## config.mk

```make
export PLATFORM = sky130hd
export DESIGN_NAME = vga_timing_gen_flat
export DESIGN_NICKNAME = d
export VERILOG_FILES = /design/src/rtl/vga_timing_gen_if.sv /design/src/rtl/vga_timing_gen.sv /design/src/flat_wrapper.sv
export SDC_FILE = /design/constraint.sdc
export NUM_CORES = 1
export LEC_CHECK = 0
export ABC_AREA = 1
export CORE_MARGIN = 2
export CORE_UTILIZATION = 35
export CTS_CLUSTER_SIZE = 10
export DETAILED_ROUTE_END_ITERATION = 10
export PLACE_DENSITY = 0.65
export RECOVER_POWER = 100
export SYNTH_ARGS = -nofsm -noshare
export SYNTH_HDL_FRONTEND = slang
export SYNTH_SLANG_ARGS = --single-unit
```

## constraint.sdc

```tcl
create_clock -name clock -period 2.44 [get_ports clock]
set_input_delay 0.366 -clock clock [delete_from_list [all_inputs] [get_ports clock]]
set_output_delay 0.366 -clock clock [all_outputs]
set_load 0.01 [all_outputs]
```

## src/rtl/vga_timing_gen_if.sv

```systemverilog
// Pixel-timing bundle between the VGA timing generator and its consumers.
// The generator (master) receives the pixel clock-enable and drives the
// raster position, sync, strobe and test-pattern signals.
interface vga_timing_gen_if #(
    parameter int CW  = 11,
    parameter int FCW = 8
);
    logic           pix_ce;
    logic [CW-1:0]  hcount;
    logic [CW-1:0]  vcount;
    logic [CW-1:0]  x;
    logic [CW-1:0]  y;
    logic           hsync;
    logic           vsync;
    logic           active;
    logic           line_start;
    logic           frame_start;
    logic [FCW-1:0] frame_count;
    logic [11:0]    rgb;

    modport master (
        input  pix_ce,
        output hcount, vcount, x, y, hsync, vsync, active,
               line_start, frame_start, frame_count, rgb
    );

    modport slave (
        output pix_ce,
        input  hcount, vcount, x, y, hsync, vsync, active,
               line_start, frame_start, frame_count, rgb
    );
endinterface

```

## src/rtl/vga_timing_gen.sv

```systemverilog
// Parametrised VGA/raster timing generator advancing on a pixel clock-enable.
// Line and frame order: sync, back porch, active, front porch.
// Every output is registered and decoded from the next-state counter values,
// so sync/active/x/y/rgb are cycle-aligned with hcount/vcount.
// Optional macro VGA_TESTPAT_EN enables a built-in colour-bar source on rgb;
// without it rgb is tied to zero.
module vga_timing_gen #(
    parameter int H_SYNC   = 96,
    parameter int H_BP     = 48,
    parameter int H_ACTIVE = 640,
    parameter int H_FP     = 16,
    parameter int V_SYNC   = 2,
    parameter int V_BP     = 33,
    parameter int V_ACTIVE = 480,
    parameter int V_FP     = 10,
    parameter int HS_POL   = 0,
    parameter int VS_POL   = 0,
    parameter int CW       = 11,
    parameter int FCW      = 8
) (
    input  logic             clock,
    input  logic             reset_n,
    vga_timing_gen_if.master vif
);

    localparam int H_TOTAL   = H_SYNC + H_BP + H_ACTIVE + H_FP;
    localparam int V_TOTAL   = V_SYNC + V_BP + V_ACTIVE + V_FP;
    localparam int HA0       = H_SYNC + H_BP;
    localparam int VA0       = V_SYNC + V_BP;
    localparam int HA1       = HA0 + H_ACTIVE;
    localparam int VA1       = VA0 + V_ACTIVE;
    localparam int MAX_TOTAL = (H_TOTAL > V_TOTAL) ? H_TOTAL : V_TOTAL;

    localparam logic [CW-1:0] H_LAST = CW'(H_TOTAL - 1);
    localparam logic [CW-1:0] V_LAST = CW'(V_TOTAL - 1);
    localparam logic [CW-1:0] HA0_C  = CW'(HA0);
    localparam logic [CW-1:0] VA0_C  = CW'(VA0);
    localparam logic          HS_ON  = 1'(HS_POL);
    localparam logic          VS_ON  = 1'(VS_POL);

    // Counters must be able to hold every position of the raster.
    if ((64'd1 << CW) < 64'(MAX_TOTAL)) begin : g_cw_check
        $error("vga_timing_gen: CW too narrow for H_TOTAL/V_TOTAL");
    end

    logic [CW-1:0]  hcount_q, hcount_d;
    logic [CW-1:0]  vcount_q, vcount_d;
    logic [CW-1:0]  x_q, x_d;
    logic [CW-1:0]  y_q, y_d;
    logic [FCW-1:0] frame_count_q, frame_count_d;
    logic           hsync_q, hsync_d;
    logic           vsync_q, vsync_d;
    logic           active_q, active_d;
    logic           line_start_q, line_start_d;
    logic           frame_start_q, frame_start_d;
    logic           h_wrap, v_wrap, h_act, v_act;

    // Next raster position and the outputs decoded from it; with pix_ce low
    // the counters hold, so the decoded levels hold and the strobes drop.
    always_comb begin
        h_wrap        = vif.pix_ce && (hcount_q == H_LAST);
        v_wrap        = h_wrap && (vcount_q == V_LAST);
        hcount_d      = hcount_q;
        vcount_d      = vcount_q;
        frame_count_d = frame_count_q;
        if (vif.pix_ce) begin
            hcount_d = h_wrap ? '0 : hcount_q + 1'b1;
            if (h_wrap) begin
                vcount_d = v_wrap ? '0 : vcount_q + 1'b1;
            end
            if (v_wrap) begin
                frame_count_d = frame_count_q + 1'b1;
            end
        end
        hsync_d       = (32'(hcount_d) < 32'(H_SYNC)) ? HS_ON : ~HS_ON;
        vsync_d       = (32'(vcount_d) < 32'(V_SYNC)) ? VS_ON : ~VS_ON;
        h_act         = (32'(hcount_d) >= 32'(HA0)) && (32'(hcount_d) < 32'(HA1));
        v_act         = (32'(vcount_d) >= 32'(VA0)) && (32'(vcount_d) < 32'(VA1));
        active_d      = h_act && v_act;
        x_d           = active_d ? (hcount_d - HA0_C) : '0;
        y_d           = active_d ? (vcount_d - VA0_C) : '0;
        line_start_d  = h_wrap;
        frame_start_d = v_wrap;
    end

    // State and output registers; reset puts the raster at (0,0) with both
    // syncs asserted, matching what position (0,0) decodes to.
    always_ff @(posedge clock or negedge reset_n) begin
        if (!reset_n) begin
            hcount_q      <= '0;
            vcount_q      <= '0;
            x_q           <= '0;
            y_q           <= '0;
            frame_count_q <= '0;
            hsync_q       <= HS_ON;
            vsync_q       <= VS_ON;
            active_q      <= 1'b0;
            line_start_q  <= 1'b0;
            frame_start_q <= 1'b0;
        end else begin
            hcount_q      <= hcount_d;
            vcount_q      <= vcount_d;
            x_q           <= x_d;
            y_q           <= y_d;
            frame_count_q <= frame_count_d;
            hsync_q       <= hsync_d;
            vsync_q       <= vsync_d;
            active_q      <= active_d;
            line_start_q  <= line_start_d;
            frame_start_q <= frame_start_d;
        end
    end

`ifdef VGA_TESTPAT_EN
    localparam int XW = (CW > 8) ? CW : 8;

    logic [XW-1:0] x_w;
    logic [2:0]    bar;
    logic [11:0]   rgb_q, rgb_d;

    // Colour bars from x[7:5]: 32-pixel wide stripes, black in blanking.
    always_comb begin
        x_w   = XW'(x_d);
        bar   = 3'(x_w >> 5);
        rgb_d = active_d ? {{4{bar[2]}}, {4{bar[1]}}, {4{bar[0]}}} : 12'h000;
    end

    // Pattern register, aligned with x.
    always_ff @(posedge clock or negedge reset_n) begin
        if (!reset_n) begin
            rgb_q <= 12'h000;
        end else begin
            rgb_q <= rgb_d;
        end
    end

    assign vif.rgb = rgb_q;
`else
    assign vif.rgb = 12'h000;
`endif

    assign vif.hcount      = hcount_q;
    assign vif.vcount      = vcount_q;
    assign vif.x           = x_q;
    assign vif.y           = y_q;
    assign vif.hsync       = hsync_q;
    assign vif.vsync       = vsync_q;
    assign vif.active      = active_q;
    assign vif.line_start  = line_start_q;
    assign vif.frame_start = frame_start_q;
    assign vif.frame_count = frame_count_q;

endmodule
```

## src/flat_wrapper.sv

```systemverilog
// flat-port wrapper written by rule: the top's interface ports become plain ports
module vga_timing_gen_flat 
#(
    parameter int H_SYNC   = 96,
    parameter int H_BP     = 48,
    parameter int H_ACTIVE = 640,
    parameter int H_FP     = 16,
    parameter int V_SYNC   = 2,
    parameter int V_BP     = 33,
    parameter int V_ACTIVE = 480,
    parameter int V_FP     = 10,
    parameter int HS_POL   = 0,
    parameter int VS_POL   = 0,
    parameter int CW       = 11,
    parameter int FCW      = 8
)
  (clock, reset_n, vif_pix_ce, vif_hcount, vif_vcount, vif_x, vif_y, vif_hsync, vif_vsync, vif_active, vif_line_start, vif_frame_start, vif_frame_count, vif_rgb);
  vga_timing_gen_if #(.CW(CW), .FCW(FCW)) vif_i ();
  input  logic clock;
  input  logic reset_n;
  input wire logic [$bits(vif_i.pix_ce)-1:0] vif_pix_ce;
  output wire logic [$bits(vif_i.hcount)-1:0] vif_hcount;
  output wire logic [$bits(vif_i.vcount)-1:0] vif_vcount;
  output wire logic [$bits(vif_i.x)-1:0] vif_x;
  output wire logic [$bits(vif_i.y)-1:0] vif_y;
  output wire logic [$bits(vif_i.hsync)-1:0] vif_hsync;
  output wire logic [$bits(vif_i.vsync)-1:0] vif_vsync;
  output wire logic [$bits(vif_i.active)-1:0] vif_active;
  output wire logic [$bits(vif_i.line_start)-1:0] vif_line_start;
  output wire logic [$bits(vif_i.frame_start)-1:0] vif_frame_start;
  output wire logic [$bits(vif_i.frame_count)-1:0] vif_frame_count;
  output wire logic [$bits(vif_i.rgb)-1:0] vif_rgb;
  assign vif_i.pix_ce = vif_pix_ce;
  assign vif_hcount = vif_i.hcount;
  assign vif_vcount = vif_i.vcount;
  assign vif_x = vif_i.x;
  assign vif_y = vif_i.y;
  assign vif_hsync = vif_i.hsync;
  assign vif_vsync = vif_i.vsync;
  assign vif_active = vif_i.active;
  assign vif_line_start = vif_i.line_start;
  assign vif_frame_start = vif_i.frame_start;
  assign vif_frame_count = vif_i.frame_count;
  assign vif_rgb = vif_i.rgb;
  vga_timing_gen #(.H_SYNC(H_SYNC), .H_BP(H_BP), .H_ACTIVE(H_ACTIVE), .H_FP(H_FP), .V_SYNC(V_SYNC), .V_BP(V_BP), .V_ACTIVE(V_ACTIVE), .V_FP(V_FP), .HS_POL(HS_POL), .VS_POL(VS_POL), .CW(CW), .FCW(FCW)) u_core (.clock(clock), .reset_n(reset_n), .vif(vif_i));
endmodule
```

# After elaboration in Yosys (flattened, before gate mapping)
# Index checks and enable logic that the tools add are counted.
# word_totals
register_bits,57
input_bits,3
output_inout_bits,69
# classes
add_sub_neg,5
n_lt_le_gt_ge,6
eq_ne,2
mux,9
reduce_logical,6
# op_table
cell,n
two-way mux 11 bit,7
"adder 11 x 1 -> 11 bit, second input constant",2
"== test 11 x 10 -> 1 bit, second input constant",2
"< comparator 11 x 10 -> 1 bit, second input constant",2
"greater-or-equal comparator 11 x 6 -> 1 bit, second input constant",1
"greater-or-equal comparator 11 x 8 -> 1 bit, second input constant",1
"< comparator 11 x 2 -> 1 bit, second input constant",1
"< comparator 11 x 7 -> 1 bit, second input constant",1
"subtractor 11 x 6 -> 11 bit, second input constant",1
"subtractor 11 x 8 -> 11 bit, second input constant",1
"adder 8 x 1 -> 8 bit, second input constant",1
logical AND 1 bit,5
two-way mux 1 bit,2
AND reduction 2 bit,1

# Logic depth before layout (Yosys ltp)
# depth
depth_word,10
depth_mapped,17

# Least setup slack after synthesis
# Ideal clock, no wire load.
# synth_path
path_kind,register to register
from,reg u_core.hcount_q[0] (netlist: u_core.vif.hcount[0])
to,reg u_core.x_q[0] (netlist: u_core.vif.x[0])
setup_ns,0.127
arrival_ns,2.201
required_time_ns,2.313
slack_ns,0.112
path_stages_with_launch,16
path_cell_list,dfrtp_1 -> ha_1 -> nand2_2 -> nor2_2 -> nand3_2 -> nor2_8 -> nand2_1 -> and2_1 -> ha_1 -> nand2_1 -> nor2_1 -> nand3_1 -> nand3_1 -> nand2_2 -> buf_6 -> nor2_2
# synth_between
elab_chain_len,10
# synth_lines
item,line,rtl
"start, declared",vga_timing_gen.sv:46,"logic [CW-1:0] hcount_q, hcount_d;"
"start signal, assigned",vga_timing_gen.sv:101,hcount_q <= hcount_d;
== test 11 x 10 -> 1 bit (*),vga_timing_gen.sv:61,h_wrap = vif.pix_ce && (hcount_q == H_LAST);
logical AND 1 bit (*),vga_timing_gen.sv:61,
logical AND 1 bit,vga_timing_gen.sv:62,v_wrap = h_wrap && (vcount_q == V_LAST);
two-way mux 11 bit,vga_timing_gen.sv:69,vcount_d = v_wrap ? '0 : vcount_q + 1'b1;
two-way mux 11 bit (*),vga_timing_gen.sv:68,if (h_wrap) begin
two-way mux 11 bit (*),vga_timing_gen.sv:66,if (vif.pix_ce) begin
via u_core.vcount_d[0],vga_timing_gen.sv:47,"logic [CW-1:0] vcount_q, vcount_d;"
greater-or-equal comparator 11 x 6 -> 1 bit or < comparator 11 x 10 -> 1 bit (tied branches),vga_timing_gen.sv:78,v_act = (32'(vcount_d) >= 32'(VA0)) && (32'(vcount_d) < 32'(VA1));
logical AND 1 bit (*),vga_timing_gen.sv:78,
logical AND 1 bit (*),vga_timing_gen.sv:79,active_d = h_act && v_act;
two-way mux 11 bit (*),vga_timing_gen.sv:80,x_d = active_d ? (hcount_d - HA0_C) : '0;
via u_core.x_d[0],vga_timing_gen.sv:48,"logic [CW-1:0] x_q, x_d;"
"end signal, assigned",vga_timing_gen.sv:92,x_q <= '0;
"end signal, assigned",vga_timing_gen.sv:103,x_q <= x_d;
"end, declared",vga_timing_gen.sv:48,
# The timed path passes the listed nets; every way through them passes the cells marked *.
# A chain may end at the register's enable or synchronous reset.

# Worst setup path after layout
# layout_path
from,reg u_core.hcount_q[1] (netlist: u_core.vif.hcount[1])
to,reg u_core.y_q[3] (netlist: u_core.vif.y[3])
# layout_between
elab_chain_len,10
# layout_lines
item,line,rtl
branches (longest 9 deep; another with adder 11 x 1 -> 11 bit),-,
two-way mux 11 bit (*),vga_timing_gen.sv:81,y_d = active_d ? (vcount_d - VA0_C) : '0;
via u_core.y_d[3],vga_timing_gen.sv:49,"logic [CW-1:0] y_q, y_d;"
"end signal, assigned",vga_timing_gen.sv:104,y_q <= y_d;
"end, declared",vga_timing_gen.sv:49,
# Mark *: on every way through the listed nets, which the timed path passes.

==> results.md <==
- Detailed placement HPWL: between 6000 and 7000 um
- Clock sinks: 57
- CTS Hold Bufs: 0
- Minimum clock period: approximately 2.4 ns
- IO buf count: 59
- DR DRC count: 0
- Comb power frac: roughly 34%
- ANT cells: 0
- Final instance area: between 5000 and 6000 sq um
- Routed WL: 9280 um
- Compound-Gate Fraction of Synth Area: under 10%
- CP arrival: 2.60 ns
- Crit-path max FO: 6
- CTS Root Cell: clkbuf_8
- XOR/XNOR Fraction of Synth Area: ~4.6%
- Simple-gate share of the synthesized area: between 30% and 40%
- Clk network pwr share: 31.6%
- TritonCTS clock tree: built
- CP Launch Type: flop
- Initial Utilization: about 35%
- Status: finished, violations left
- R2R Path End: u_core.vif.y[3]
- Cell Area, Placed: 4620 sq um
- Gpl congestion: a little over 0.9
- CP Data Required Time: between 2 and 3 ns
- Power Density: roughly 670 nW/um^2
- I/O pin count: ~70
- Final setup viols: 0
- Final slew viol count: 30
- Worst hold path type: in2async
- CTS H-tree lvls: 3
- TritonCTS buffer count: 9
- Number of DRC markers in iteration 0: between 150 and 200
- Slew headroom: -4.88%
- Longest Clk Path Bufs: 2
- Reg clk slew, reported paths: about 0.070 ns
- Die Wd: 103 um
- Die height: between 100 and 150 um
- Vias in the first global route: ~3000
- Routed wire per std cell: ~13 um
- Hold_ws: 0.399 ns
- Cell Area, Synth: roughly 3400 sq um
- Core ar.: just under 10000 sq um
- Reg2reg setup slack: 0.07 ns
- DIE AREA: 10600 sq um
- Crit Path Category: reg2reg
- Final nets: 575
- Mux share of post-synthesis cell area: 0%
- Cells after Synth: between 400 and 500
- Pint: about 2.2 mW
- Post-Synth Adder-Cell Area: about 2.6%
- Pre-antenna DRT Iters: 5
- CP endpoint kind: flop
- Design Power: 3.43 mW
- Failing checks: max-capacitance violations, max-slew violations
- Leak Pwr: ~2.6 nW
- Setup TNS: 0 ns
- Slew @ Worst Pin: 1.57 ns
- Syn_area_per_cell: roughly 8.1 sq um
- Share of cells above drive strength 1: 30.7%
- Total grt overflow: 0
- Clk_lat worst skew: 0.35 ns
- Final Cycle Share: between 90% and 100%
- First-pass GRT wire length: approximately 14000 um
- Dpl cells: about 680
- Avg Vias per Cell: around 4.5
- #FFs+latches synth: 57
- GRT Total Usage: about 18%
- Max-Cap Viols: 1
- Max Fclk: 422 MHz
- Sw frac: roughly 35%
- NetSw: approximately 1.2 mW
- Post-synthesis sequential area ratio: a little over two fifths
- Filler cells: 913
- Final cell count without fillers: about 700
- Main combinational cell family by area after synthesis: simple AND/OR/NAND/NOR gates
- Peak supply drop: roughly 0.00031 V
- Antenna violations before repair: 0
- Largest net degree at the start of global routing: 30
- Rows: 36
- Sequential Power Share: about a third
- Final ANT Viol Nets: 0
- R2R Path Start: u_core.vif.hcount[1]
- Vias: ~3200
- Layout area overhead: 49.4%
- Clk_skew: about 0.013 ns
- Worst R2R Path Depth: 17
- Ys Warns: 0
- Fin. Hold Viols: 0
- Yosys cell types: 34
==> placed cells by master (no fill, tap or decap), drive strengths merged <==
master	synthesis	layout
a21boi	1	1
bufinv	0	3
nand3	44	44
clkbuf	0	16
buf	15	73
and2	1	1
clkinvlp	0	1
nor4b	1	1
conb	1	12
o21ai	7	7
nor3	7	7
dlymetal6s2s	0	1
inv	61	61
dfrtp	57	57
nand4	15	15
clkinv	1	2
nand2	110	110
clkdlybuf4s50	0	57
ha	7	7
xor2	13	13
xnor2	5	5
a21o	1	1
nor2	70	70
a21oi	5	5
==> registers in the layout, indices dropped and copies added (netlist names) <==
name / flops
u_core.vif.active: 1
u_core.vif.frame_count: 8
u_core.vif.frame_start: 1
u_core.vif.hcount: 11
u_core.vif.hsync: 1
u_core.vif.line_start: 1
u_core.vif.vcount: 11
u_core.vif.vsync: 1
u_core.vif.x: 11
u_core.vif.y: 11
==> worst max-delay path by stage <==
| stage | start | endpoint | slack [ns] | cells after the start |
|---|---|---|---|---|
| global placement | vif_pix_ce | u_core.vif.y[0] | -0.28 | 15 |
| detailed placement | vif_pix_ce | u_core.vif.y[10] | -0.29 | 16 |
| global route | u_core.vif.hcount[1] | u_core.vif.y[1] | -0.02 | 14 |
| finish | u_core.vif.hcount[1] | u_core.vif.y[3] | 0.07 | 17 |
| floorplan | u_core.vif.hcount[0] | u_core.vif.x[0] | 0.11 | 15 |
| CTS | u_core.vif.vcount[0] | u_core.vif.y[0] | 0.003 | 15 |
==> area by class of cell <==
type	count	area (sq um)	area share (%)
Clock buffer	11	141	2.77
Clock inverter	5	103	2.01
Inverter	62	240	4.71
Multi-Input combinational cell	299	1800	35.3
Sequential cell	57	1430	28.0
Tap cell	133	166	3.26
Timing Repair Buffer	136	1230	24.0
==> critical path: stages (launching register included) <==
cell	delay [ns]
dfrtp_1	0.39
ha_4	0.19
nand2_8	0.08
nor2_4	0.18
nand3_4	0.13
nor2_8	0.17
buf_12	0.12
buf_4	0.09
nand2_1	0.04
nand2_1	0.07
nand2_2	0.08
nand2_4	0.11
inv_1	0.06
nand3_1	0.10
nand3_2	0.10
nand2_4	0.13
clkbuf_16	0.18
nor2_2	0.04
==> kinds of logic (layout without fill, tap and decap cells) <==
logic type	Yosys count	after routing
buffers and inverters	77	214
other	1	12
AOI/OAI and AO/OA	14	14
DFF	57	57
adders and majority gates	7	7
and+or+nand+nor	248	248
xor gates and xnor gates	18	18
==> synthesized netlist by cell type <==
library cell	number	area (sq um)
nor3_2	1	10.0
nand3_1	36	180
nor2_4	5	56.3
a21oi_2	2	17.5
and2_1	1	6.26
o21ai_1	1	5.00
o21ai_0	6	30.0
a21oi_1	3	15.0
xnor2_1	5	43.8
conb_1	1	3.75
inv_2	7	26.3
inv_4	1	6.26
buf_6	2	22.5
nand2_4	3	33.8
nor2_2	26	163
buf_4	12	90.1
buf_2	1	5.00
nand3_4	1	17.5
nor3_1	6	30.0
nor2_1	36	135
nand2_1	96	360
ha_1	7	87.6
a21boi_0	1	7.51
inv_1	53	199
xor2_1	13	114
nor4b_1	1	8.76
nand3_2	7	70.1
dfrtp_1	57	1430
nand4_1	14	87.6
a21o_1	1	7.51
clkinv_4	1	8.76
nand2_2	11	68.8
nand4_2	1	12.5
nor2_8	3	60.1
==> layer usage <==
metal | vias up | wire [um] | GRT usage [%]
li1 | 1588 | - | -
met1 | 1499 | 4050 | 21.6
met2 | 84 | 4580 | 30.0
met3 | 13 | 455 | 4.00
met4 | 0 | 192 | 8.20
met5 | - | 0 | 0
==> power by group through the flow <==
stage	sequential [mW]	combinational [mW]	clock (mW)
floorplan	1.19	0.580	0
global route	1.19	1.29	1.16
CTS	1.17	1.13	1.11
global placement	1.18	1.10	0
finish	1.18	1.17	1.09
detailed placement	1.18	1.11	0
==> stage by stage <==
step,util (%),worst slack [ns]
after floorplan,-,0.112
after global placement,47.9,-0.281
after detailed placement,47.9,-0.286
after CTS,50.6,0.00334
after global routing,52.9,-0.0208
final,52.9,0.0714
==> repair_timing <==
action	4_1_cts	5_1_grt
pin swaps	0	12
setup endpoints to repair	23	23
gates cloned	0	3
buffers inserted	0	7
gates resized for setup	3	29
Power figures use the tool's default switching activity.
